--- src/rtl/rcc_pclk_cfg_seq.sv ---
// Purpose : walks APB prescaler (div_sel) / timer prescaler (timpre) changes one ratio step
//           at a time, each step aligned to a divider boundary and followed by a settle time.
// Latency : no-op request completes (done) one cycle after accept; otherwise the first step
//           is visible two cycles after accept at the earliest.
// Backpressure: cfg_ready is high only in IDLE; cfg_valid while busy is dropped, not queued.
// Ports:
//   i_clk, rst          clock and synchronous active-high reset
//   cfg_valid/cfg_ready request handshake; cfg_div_sel/cfg_timpre are sampled at accept
//   div_en              divider boundary pulse used to align each step
//   div_sel, timpre     registered outputs driving the pclk/timer divider
//   busy, done          sequence in progress / one-cycle completion pulse
//   align_err           sticky flag: a step of the current/last sequence was forced by timeout
module rcc_pclk_cfg_seq #(
    parameter int         SETTLE_CYC    = 4,
    parameter int         ALIGN_TIMEOUT = 32,
    parameter logic [2:0] RST_DIV_SEL   = 3'b000,
    parameter logic       RST_TIMPRE    = 1'b0
) (
    input  logic       i_clk,
    input  logic       rst,
    input  logic       cfg_valid,
    output logic       cfg_ready,
    input  logic [2:0] cfg_div_sel,
    input  logic       cfg_timpre,
    input  logic       div_en,
    output logic [2:0] div_sel,
    output logic       timpre,
    output logic       busy,
    output logic       done,
    output logic       align_err
);

    localparam int WAIT_W = $clog2(ALIGN_TIMEOUT) + 1;
    localparam int SET_W  = $clog2(SETTLE_CYC) + 1;

    localparam logic [WAIT_W-1:0] WAIT_LAST = WAIT_W'(ALIGN_TIMEOUT - 1);
    localparam logic [SET_W-1:0]  SET_LAST  = SET_W'(SETTLE_CYC - 1);

    localparam logic [1:0] S_IDLE   = 2'd0;
    localparam logic [1:0] S_ALIGN  = 2'd1;
    localparam logic [1:0] S_SETTLE = 2'd2;
    localparam logic [1:0] S_DONE   = 2'd3;

    // Ratio level of a prescaler code: 0xx is /1 (level 0), 1nn is level nn+1.
    function automatic logic [2:0] lvl_of(input logic [2:0] code);
        return code[2] ? ({1'b0, code[1:0]} + 3'd1) : 3'd0;
    endfunction

    // Canonical code for an intermediate level; level 0 maps to 011.
    function automatic logic [2:0] code_of(input logic [2:0] lvl);
        return (lvl == 3'd0) ? 3'b011 : {1'b1, 2'(lvl - 3'd1)};
    endfunction

    logic [1:0]        state;
    logic [2:0]        tgt_sel;
    logic              tgt_tp;
    logic [WAIT_W-1:0] wait_cnt;
    logic [SET_W-1:0]  set_cnt;

    logic [2:0] cur_lvl;
    logic [2:0] tgt_lvl;
    logic [2:0] nxt_lvl;
    logic       step_final;
    logic       step_fire;
    logic       at_target;
    logic       req_noop;

    always_comb begin
        cur_lvl = lvl_of(div_sel);
        tgt_lvl = lvl_of(tgt_sel);
        nxt_lvl = cur_lvl;
        if (tgt_lvl > cur_lvl) begin
            nxt_lvl = cur_lvl + 3'd1;
        end else if (tgt_lvl < cur_lvl) begin
            nxt_lvl = cur_lvl - 3'd1;
        end
    end

    assign step_final = (nxt_lvl == tgt_lvl);
    assign step_fire  = div_en || (wait_cnt == WAIT_LAST);
    // Completion compares ratio level, so a timpre-only sequence (raw 0xx code kept) ends.
    assign at_target  = (cur_lvl == tgt_lvl) && (timpre == tgt_tp);
    assign req_noop   = (lvl_of(cfg_div_sel) == cur_lvl) && (cfg_timpre == timpre);

    assign cfg_ready = (state == S_IDLE);
    assign busy      = ~cfg_ready;
    assign done      = (state == S_DONE);

    always_ff @(posedge i_clk) begin
        if (rst) begin
            state     <= S_IDLE;
            div_sel   <= RST_DIV_SEL;
            timpre    <= RST_TIMPRE;
            tgt_sel   <= RST_DIV_SEL;
            tgt_tp    <= RST_TIMPRE;
            wait_cnt  <= '0;
            set_cnt   <= '0;
            align_err <= 1'b0;
        end else begin
            case (state)
                S_IDLE: begin
                    if (cfg_valid) begin
                        tgt_sel   <= cfg_div_sel;
                        tgt_tp    <= cfg_timpre;
                        align_err <= 1'b0;
                        wait_cnt  <= '0;
                        set_cnt   <= '0;
                        state     <= req_noop ? S_DONE : S_ALIGN;
                    end
                end
                S_ALIGN: begin
                    if (step_fire) begin
                        // Level-changing step; a timpre-only step leaves div_sel alone.
                        if (cur_lvl != tgt_lvl) begin
                            div_sel <= step_final ? tgt_sel : code_of(nxt_lvl);
                        end
                        if (step_final) begin
                            timpre <= tgt_tp;
                        end
                        if (!div_en) begin
                            align_err <= 1'b1;
                        end
                        wait_cnt <= '0;
                        set_cnt  <= '0;
                        state    <= S_SETTLE;
                    end else if (wait_cnt != '1) begin
                        wait_cnt <= wait_cnt + 1'b1;
                    end
                end
                S_SETTLE: begin
                    if (set_cnt == SET_LAST) begin
                        set_cnt  <= '0;
                        wait_cnt <= '0;
                        state    <= at_target ? S_DONE : S_ALIGN;
                    end else if (set_cnt != '1) begin
                        set_cnt <= set_cnt + 1'b1;
                    end
                end
                S_DONE: begin
                    state <= S_IDLE;
                end
                default: begin
                    state <= S_IDLE;
                end
            endcase
        end
    end

endmodule

--- config.mk ---
export PLATFORM = sky130hd
export DESIGN_NAME = rcc_pclk_cfg_seq
export DESIGN_NICKNAME = d
export VERILOG_FILES = /design/src/rtl/rcc_pclk_cfg_seq.sv
export SDC_FILE = /design/constraint.sdc
export NUM_CORES = 1
export LEC_CHECK = 0
export ABC_AREA = 1
export CORE_ASPECT_RATIO = 1.75
export CORE_MARGIN = 10
export CORE_UTILIZATION = 55
export DETAILED_ROUTE_END_ITERATION = 10
export GPL_ROUTABILITY_DRIVEN = 0
export PLACE_DENSITY = 0.84
export SLEW_MARGIN = 40
export SYNTH_ARGS = -nofsm -noshare
export SYNTH_HDL_FRONTEND = slang
export SYNTH_SLANG_ARGS = --single-unit
--- constraint.sdc ---
create_clock -name i_clk -period 3.1 [get_ports i_clk]
set_clock_uncertainty 0.2 [all_clocks]
set_input_delay 0.775 -clock i_clk [delete_from_list [all_inputs] [get_ports i_clk]]
set_output_delay 0.775 -clock i_clk [all_outputs]
set_load 0.05 [all_outputs]
==> results.yml, run 1 <==
run_status:
  outcome: "complete, no violations"
placed_design:
  hpwl_after_detailed_placement_um: 2708
  buffer_ports.inserted: 15
  post-place-cells: 250
  post_place_setup_slack_ps: 409.5
  place_area_mm2: 0.001644
global_routing:
  grt_most_used_layer: "met2"
  largest_net_degree_at_the_start_of_global_routing: 12
  grt_first_pass_wirelength_um: 5747
  antenna_violations_before_repair: 0
  globalRouteMet3Util: 0.01594
  grt_overflow_total: 0
  grt_util_met2: 0.2735
  grt_use_met1: 0.1176
  via_count_of_the_first_global_routing_pass: 1470
  grt_usage: 0.1355
pwr:
  cellLeakagePower_nw: 0.7994
  power.total_mw: 1.109
  ir_worst_vdd_mv: 0.5438
  power-per-cell-area_mw_per_mm2: 652.6
finish:
  final_layout_size_suffix_gt1_frac: 0.1228
  final_nets: 248
  layout.cell_area.non_filler_mm2: 0.001699
  syn2layout_area_growth_pct: 16.77
  mostFrequentLayoutCell: "sky130_fd_sc_hd__nand2_1"
  final.fill_count: 217
  final_cell_mix: "sky130_fd_sc_hd__nand2_1 (41), sky130_fd_sc_hd__inv_1 (30), sky130_fd_sc_hd__nand3_1 (20), sky130_fd_sc_hd__dfxtp_1 (20)"
  final_util: 0.6736
  layoutNonFillerInstCount: 254
  antennaDiodeCount: 0
clock_network:
  postCtsSetupRepairBufs: 0
  cts-hold-fix-buffers: 0
  root_buffer_cell: "sky130_fd_sc_hd__clkbuf_8"
  clk_transition_reported_paths_ps: 70
  max-clock-path-buffers: 2
  post_cts_resized: 0
  tritoncts_clock_tree: "built"
  clkSinkCount: 20
  htree_num_levels: 1
  cts-buffers-inserted: 3
  worstSkewPairLatency_ps: 250
timing:
  finalWorstSetupSlack_ps: 406.1
  slew_violations: 0
  timing.final.hold_violations: 0
  tightest_slew_ps: 532.7
  layout_worst_path_cycle_share: 0.8690
  max_clock_freq_ghz: 0.3712
  whs_ps: 269.5
  setup_viol: 0
  final.min_clock_period_ps: 2694
  setup_tns_ps: 0
  rsz0062_at_grt: "no"
  worst_slew_margin_rel: 0.6411
setup_path:
  path_max_fanout: 5
  critical_path.startpoint_type: "flop"
  setup.reg_to_reg.worst_slack_ps: 560
  setup.worst_path.class: "flop to primary output"
  cp-end-kind: "primary output"
  critical_path_arrival_ps: 1720
  crit_required_ps: 2120
detailed_routing:
  starting_drc_count_in_detailed_routing: 13
  postRouteWirelength_um: 3183
  route.antenna.remaining_nets: 0
  drcViolationCount: 0
  avgViaCountPerCell: 5.354
  vias: 1360
  routed_wire_length_per_instance_um: 12.53
  drtPass1Iterations: 4
job:
  maxCapViolCount: 0
logic_synthesis:
  synthesis.instances: 209
  cell_types_with_the_largest_area_share_after_synthesis: "sky130_fd_sc_hd__dfxtp_1 (28%), sky130_fd_sc_hd__nand2_1 (11%), sky130_fd_sc_hd__ha_1 (9.5%)"
  synth.ff_latch_count: 20
  ys.warnings.count: 0
  netlist.top_cell.by_area: "sky130_fd_sc_hd__dfxtp_1"
  synth_area_mm2: 0.001455
  synth_top_area_frac: 0.2752
  synth_sequential_area_ratio: 0.2752
  post_synth_num_cell_types: 31
  synth_area_per_cell_um2: 6.962
  postSynthNetCount: 228
floorplan:
  initial_utilization: 0.5769
  chipHeight_um: 88.05
  chipWidth_um: 58.88
  ioPinCount: 16
  row_count: 24
  design.die.area_mm2: 0.005184
  design.core.area_mm2: 0.002522
min_path:
  min-delay-path-class: "flop to flop"
## where the power goes
part / switching [mW] / internal [mW] / leakage [nW]
Combinational: 0.381 / 0.214 / 0.608
Clock: 0.0811 / 0.113 / 0.0288
Sequential: 0.0313 / 0.289 / 0.163
Total: 0.493 / 0.616 / 0.799
## path summary, 6_finish.rpt
kind              cells past startpoint                       to               startpoint
setup reg to reg                     15  div_sel[1]$_SDFFE_PP0P_  div_sel[0]$_SDFFE_PP0P_
hold / removal                        2   align_err$_SDFFE_PP0P_   align_err$_SDFFE_PP0P_
setup / recovery                      3                     done    state[1]$_SDFFE_PP0P_
hold reg to reg                       2   align_err$_SDFFE_PP0P_   align_err$_SDFFE_PP0P_
## Yosys cell counts
cell type / n
sky130_fd_sc_hd__a211oi_1: 1
sky130_fd_sc_hd__a21oi_1: 14
sky130_fd_sc_hd__a311oi_1: 1
sky130_fd_sc_hd__buf_2: 1
sky130_fd_sc_hd__clkbuf_1: 1
sky130_fd_sc_hd__clkinv_1: 1
sky130_fd_sc_hd__dfxtp_1: 20
sky130_fd_sc_hd__ha_1: 11
sky130_fd_sc_hd__inv_1: 30
sky130_fd_sc_hd__inv_2: 8
sky130_fd_sc_hd__nand2_1: 41
sky130_fd_sc_hd__nand2_2: 2
sky130_fd_sc_hd__nand2_4: 4
sky130_fd_sc_hd__nand3_1: 20
sky130_fd_sc_hd__nand3_2: 3
sky130_fd_sc_hd__nand4_1: 3
sky130_fd_sc_hd__nand4_4: 2
sky130_fd_sc_hd__nor2_1: 15
sky130_fd_sc_hd__nor2_2: 1
sky130_fd_sc_hd__nor2_4: 1
sky130_fd_sc_hd__nor3_1: 4
sky130_fd_sc_hd__nor3b_1: 2
sky130_fd_sc_hd__nor3b_2: 1
sky130_fd_sc_hd__nor4_1: 3
sky130_fd_sc_hd__o211ai_1: 1
sky130_fd_sc_hd__o21ai_0: 6
sky130_fd_sc_hd__o21ai_1: 1
sky130_fd_sc_hd__o21bai_1: 3
sky130_fd_sc_hd__or2_1: 1
sky130_fd_sc_hd__xnor2_1: 2
sky130_fd_sc_hd__xor2_1: 5
## sequential cells by signal, indices dropped and copies added (netlist names)
| name | count |
|---|---|
| state | 2 |
| align_err | 1 |
| tgt_sel | 3 |
| tgt_tp | 1 |
| set_cnt | 3 |
| wait_cnt | 6 |
| timpre | 1 |
| div_sel | 3 |
## kinds of logic after synthesis
| logic type | count (synthesis) | share of synthesized area |
|---|---|---|
| AND/OR/NAND/NOR | 103 | 0.3775 |
| buffers and inverters | 41 | 0.1066 |
| AO/OA/AOI/OAI | 27 | 0.1040 |
| flip-flops | 20 | 0.2751 |
| adder cells (fa/ha/maj) | 11 | 0.09458 |
| XOR/XNOR | 7 | 0.04213 |
## per-layer routing
metal	part of all wire	routed length, µm	vias up
li1	-	-	715
met1	0.37	1170	613
met2	0.58	1851	20
met3	0.013	40	12
met4	0.038	121	0
met5	0	0	-
## critical path, cell delays in order, from the launching register on
cell                              delay [ps]
sky130_fd_sc_hd__dfxtp_1                 430
sky130_fd_sc_hd__nand2_1                 110
sky130_fd_sc_hd__inv_1                   110
sky130_fd_sc_hd__clkdlybuf4s50_1         810
## final cells by class
type	instances	area (µm²)	area share
inverters	39	146.4	0.08616
clock buffers	4	55.05	0.03240
well taps	26	32.53	0.01915
repair buffers	17	165.2	0.09720
flip-flops and latches	20	400.4	0.2356
multi-input cells	148	899.6	0.5295
No activity file was read; power rests on OpenSTA's default activity.
==> run 2: changes to the inputs <==
--- a/config.mk
+++ b/config.mk
@@ -9,6 +9,7 @@
 export CORE_ASPECT_RATIO = 1.75
 export CORE_MARGIN = 10
 export CORE_UTILIZATION = 55
+export CTS_CLUSTER_DIAMETER = 200
 export DETAILED_ROUTE_END_ITERATION = 10
 export GPL_ROUTABILITY_DRIVEN = 0
 export PLACE_DENSITY = 0.84
==> results of run 2 <==
Final layout, timing and power as in run 1 (identical DEF).
==> run 3: changes to the inputs <==
--- a/config.mk
+++ b/config.mk
@@ -7,11 +7,9 @@
 export LEC_CHECK = 0
 export ABC_AREA = 1
 export CORE_ASPECT_RATIO = 1.75
-export CORE_MARGIN = 10
 export CORE_UTILIZATION = 55
 export CTS_CLUSTER_DIAMETER = 200
 export DETAILED_ROUTE_END_ITERATION = 10
-export GPL_ROUTABILITY_DRIVEN = 0
 export PLACE_DENSITY = 0.84
 export SLEW_MARGIN = 40
 export SYNTH_ARGS = -nofsm -noshare
==> results.yml, run 3 (synthesis gave the netlist of run 1 again) <==
run_status:
  outcome: "complete, no violations"
detailed_routing:
  postRouteWirelength_um: 3278
  route.antenna.remaining_nets: 0
  avgViaCountPerCell: 5.496
  starting_drc_count_in_detailed_routing: 31
  routed_wire_length_per_instance_um: 12.91
  drcViolationCount: 0
  drtPass1Iterations: 4
  vias: 1396
timing:
  layout_worst_path_cycle_share: 0.8736
  setup_viol: 0
  rsz0062_at_grt: "no"
  timing.final.hold_violations: 0
  final.min_clock_period_ps: 2708
  slew_violations: 0
  max_clock_freq_ghz: 0.3693
  worst_slew_margin_rel: 0.6531
  tightest_slew_ps: 515.0
  setup_tns_ps: 0
clock_network:
  root_buffer_cell: "sky130_fd_sc_hd__clkbuf_8"
  cts-buffers-inserted: 3
  worstSkewPairLatency_ps: 260
  max-clock-path-buffers: 2
  post_cts_resized: 0
  clkSinkCount: 20
  cts-hold-fix-buffers: 0
  tritoncts_clock_tree: "built"
  postCtsSetupRepairBufs: 0
  htree_num_levels: 1
  clk_transition_reported_paths_ps: 80
setup_path:
  cp-end-kind: "primary output"
  crit_required_ps: 2120
  worst_r2r_startpoint: "div_sel[0]$_SDFFE_PP0P_"
  setup.worst_path.class: "flop to primary output"
  path_max_fanout: 5
  setup.reg_to_reg.worst_slack_ps: 410
  number_of_cells_on_the_worst_reg_to_reg_path: 15
  reg2reg_to: "div_sel[1]$_SDFFE_PP0P_"
  critical_path_arrival_ps: 1730
  critical_path.startpoint_type: "flop"
placed_design:
  hpwl_after_detailed_placement_um: 2626
  post-place-cells: 250
  place_congestion: 0.8177
  buffer_ports.inserted: 15
global_routing:
  largest_net_degree_at_the_start_of_global_routing: 12
  antenna_violations_before_repair: 0
  grt_first_pass_wirelength_um: 5457
  grt_usage: 0.2692
  via_count_of_the_first_global_routing_pass: 1394
  grt_overflow_total: 0
pwr:
  power_share_of_the_clock_group: 0.182
  cellLeakagePower_nw: 0.7994
  ir_worst_vdd_mv: 0.5402
  cell_internal_pwr_mw: 0.6155
  combinationalPowerShare: 0.534
  power_dissipated_by_switching_net_loads_mw: 0.5088
  switching_share: 0.4526
  seqPwrFrac: 0.285
  power-per-cell-area_mw_per_mm2: 661.7
job:
  maxCapViolCount: 0
finish:
  multi_input_comb_area_um2: 899.6
  final.fill_count: 231
  final_layout_size_suffix_gt1_frac: 0.1228
  seq_area_um2: 400.4
  layoutNonFillerInstCount: 254
  mostFrequentLayoutCell: "sky130_fd_sc_hd__nand2_1"
  antennaDiodeCount: 0
  max_flop_register: "wait_cnt"
  syn2layout_area_growth_pct: 16.77
  max_reg_flops: 6
  final_nets: 248
  final_cell_mix: "sky130_fd_sc_hd__nand2_1 (41), sky130_fd_sc_hd__inv_1 (30), sky130_fd_sc_hd__nand3_1 (20), sky130_fd_sc_hd__dfxtp_1 (20)"
min_path:
  worst_hold_path.endpoint: "align_err$_SDFFE_PP0P_"
  min_from: "align_err$_SDFFE_PP0P_"
  min_path_cells: 2
  min-delay-path-class: "flop to flop"
floorplan:
  ioPinCount: 16
  design.core.area_mm2: 0.002492
  chipWidth_um: 40.88
  design.die.area_mm2: 0.002863
  chipHeight_um: 70.05
  initial_utilization: 0.5838
  row_count: 24
-- run 3: power by group through the flow --
stage | Combinational, mW | Clock, mW | Sequential [mW]
global route | 0.671 | 0.215 | 0.324
global placement | 0.584 | 0 | 0.324
finish | 0.600 | 0.204 | 0.320
floorplan | 0.449 | 0 | 0.337
CTS | 0.599 | 0.207 | 0.320
detailed placement | 0.595 | 0 | 0.325
-- run 3: layout make-up --
class                      count  area share
multi-input combinational    148      0.5295
clock buffer                   4     0.03240
sequential                    20      0.2356
inverter                      39     0.08616
timing repair buffer          17     0.09720
tap                           26     0.01915
-- run 3: critical path, cell delays in order, from the launching register on --
cell                              delay, ps
sky130_fd_sc_hd__dfxtp_1                430
sky130_fd_sc_hd__nand2_1                110
sky130_fd_sc_hd__inv_1                  110
sky130_fd_sc_hd__clkdlybuf4s50_1        810
-- run 3: how the worst max path moves through the flow --
stage / startpoint / endpoint / slack [ps]
global placement: div_sel[0]$_SDFFE_PP0P_ / div_sel[1]$_SDFFE_PP0P_ / 470
detailed placement: div_sel[0]$_SDFFE_PP0P_ / div_sel[1]$_SDFFE_PP0P_ / 430
finish: state[1]$_SDFFE_PP0P_ / done / 390
global route: div_sel[1]$_SDFFE_PP0P_ / div_sel[1]$_SDFFE_PP0P_ / 140
floorplan: div_sel[0]$_SDFFE_PP0P_ / div_sel[1]$_SDFFE_PP0P_ / 290
CTS: div_sel[0]$_SDFFE_PP0P_ / div_sel[1]$_SDFFE_PP0P_ / 400
-- run 3: per-layer routing --
layer | wire [µm] | up-vias | GRT usage | share of wire
met5 | 0 | - | 0 | 0
met4 | 116 | 0 | 0.1370 | 0.035
met3 | 63 | 12 | 0.01905 | 0.019
met2 | 1870 | 24 | 0.5069 | 0.57
met1 | 1228 | 640 | 0.2454 | 0.37
li1 | - | 720 | - | -
-- run 3: stage by stage --
step	utilization	power (mW)	setup WS, ps	cell area [µm²]	hold WS (ps)
after floorplan	-	0.7863	294.4	1455	234.9
after global placement	0.6596	0.9080	468.3	1644	254.7
after detailed placement	0.6596	0.9195	425.3	1644	257.5
after CTS	0.6817	1.126	398.4	1699	268.6
after global routing	0.6817	1.210	145.0	1699	290.5
final	0.6817	1.124	391.9	1699	264.3
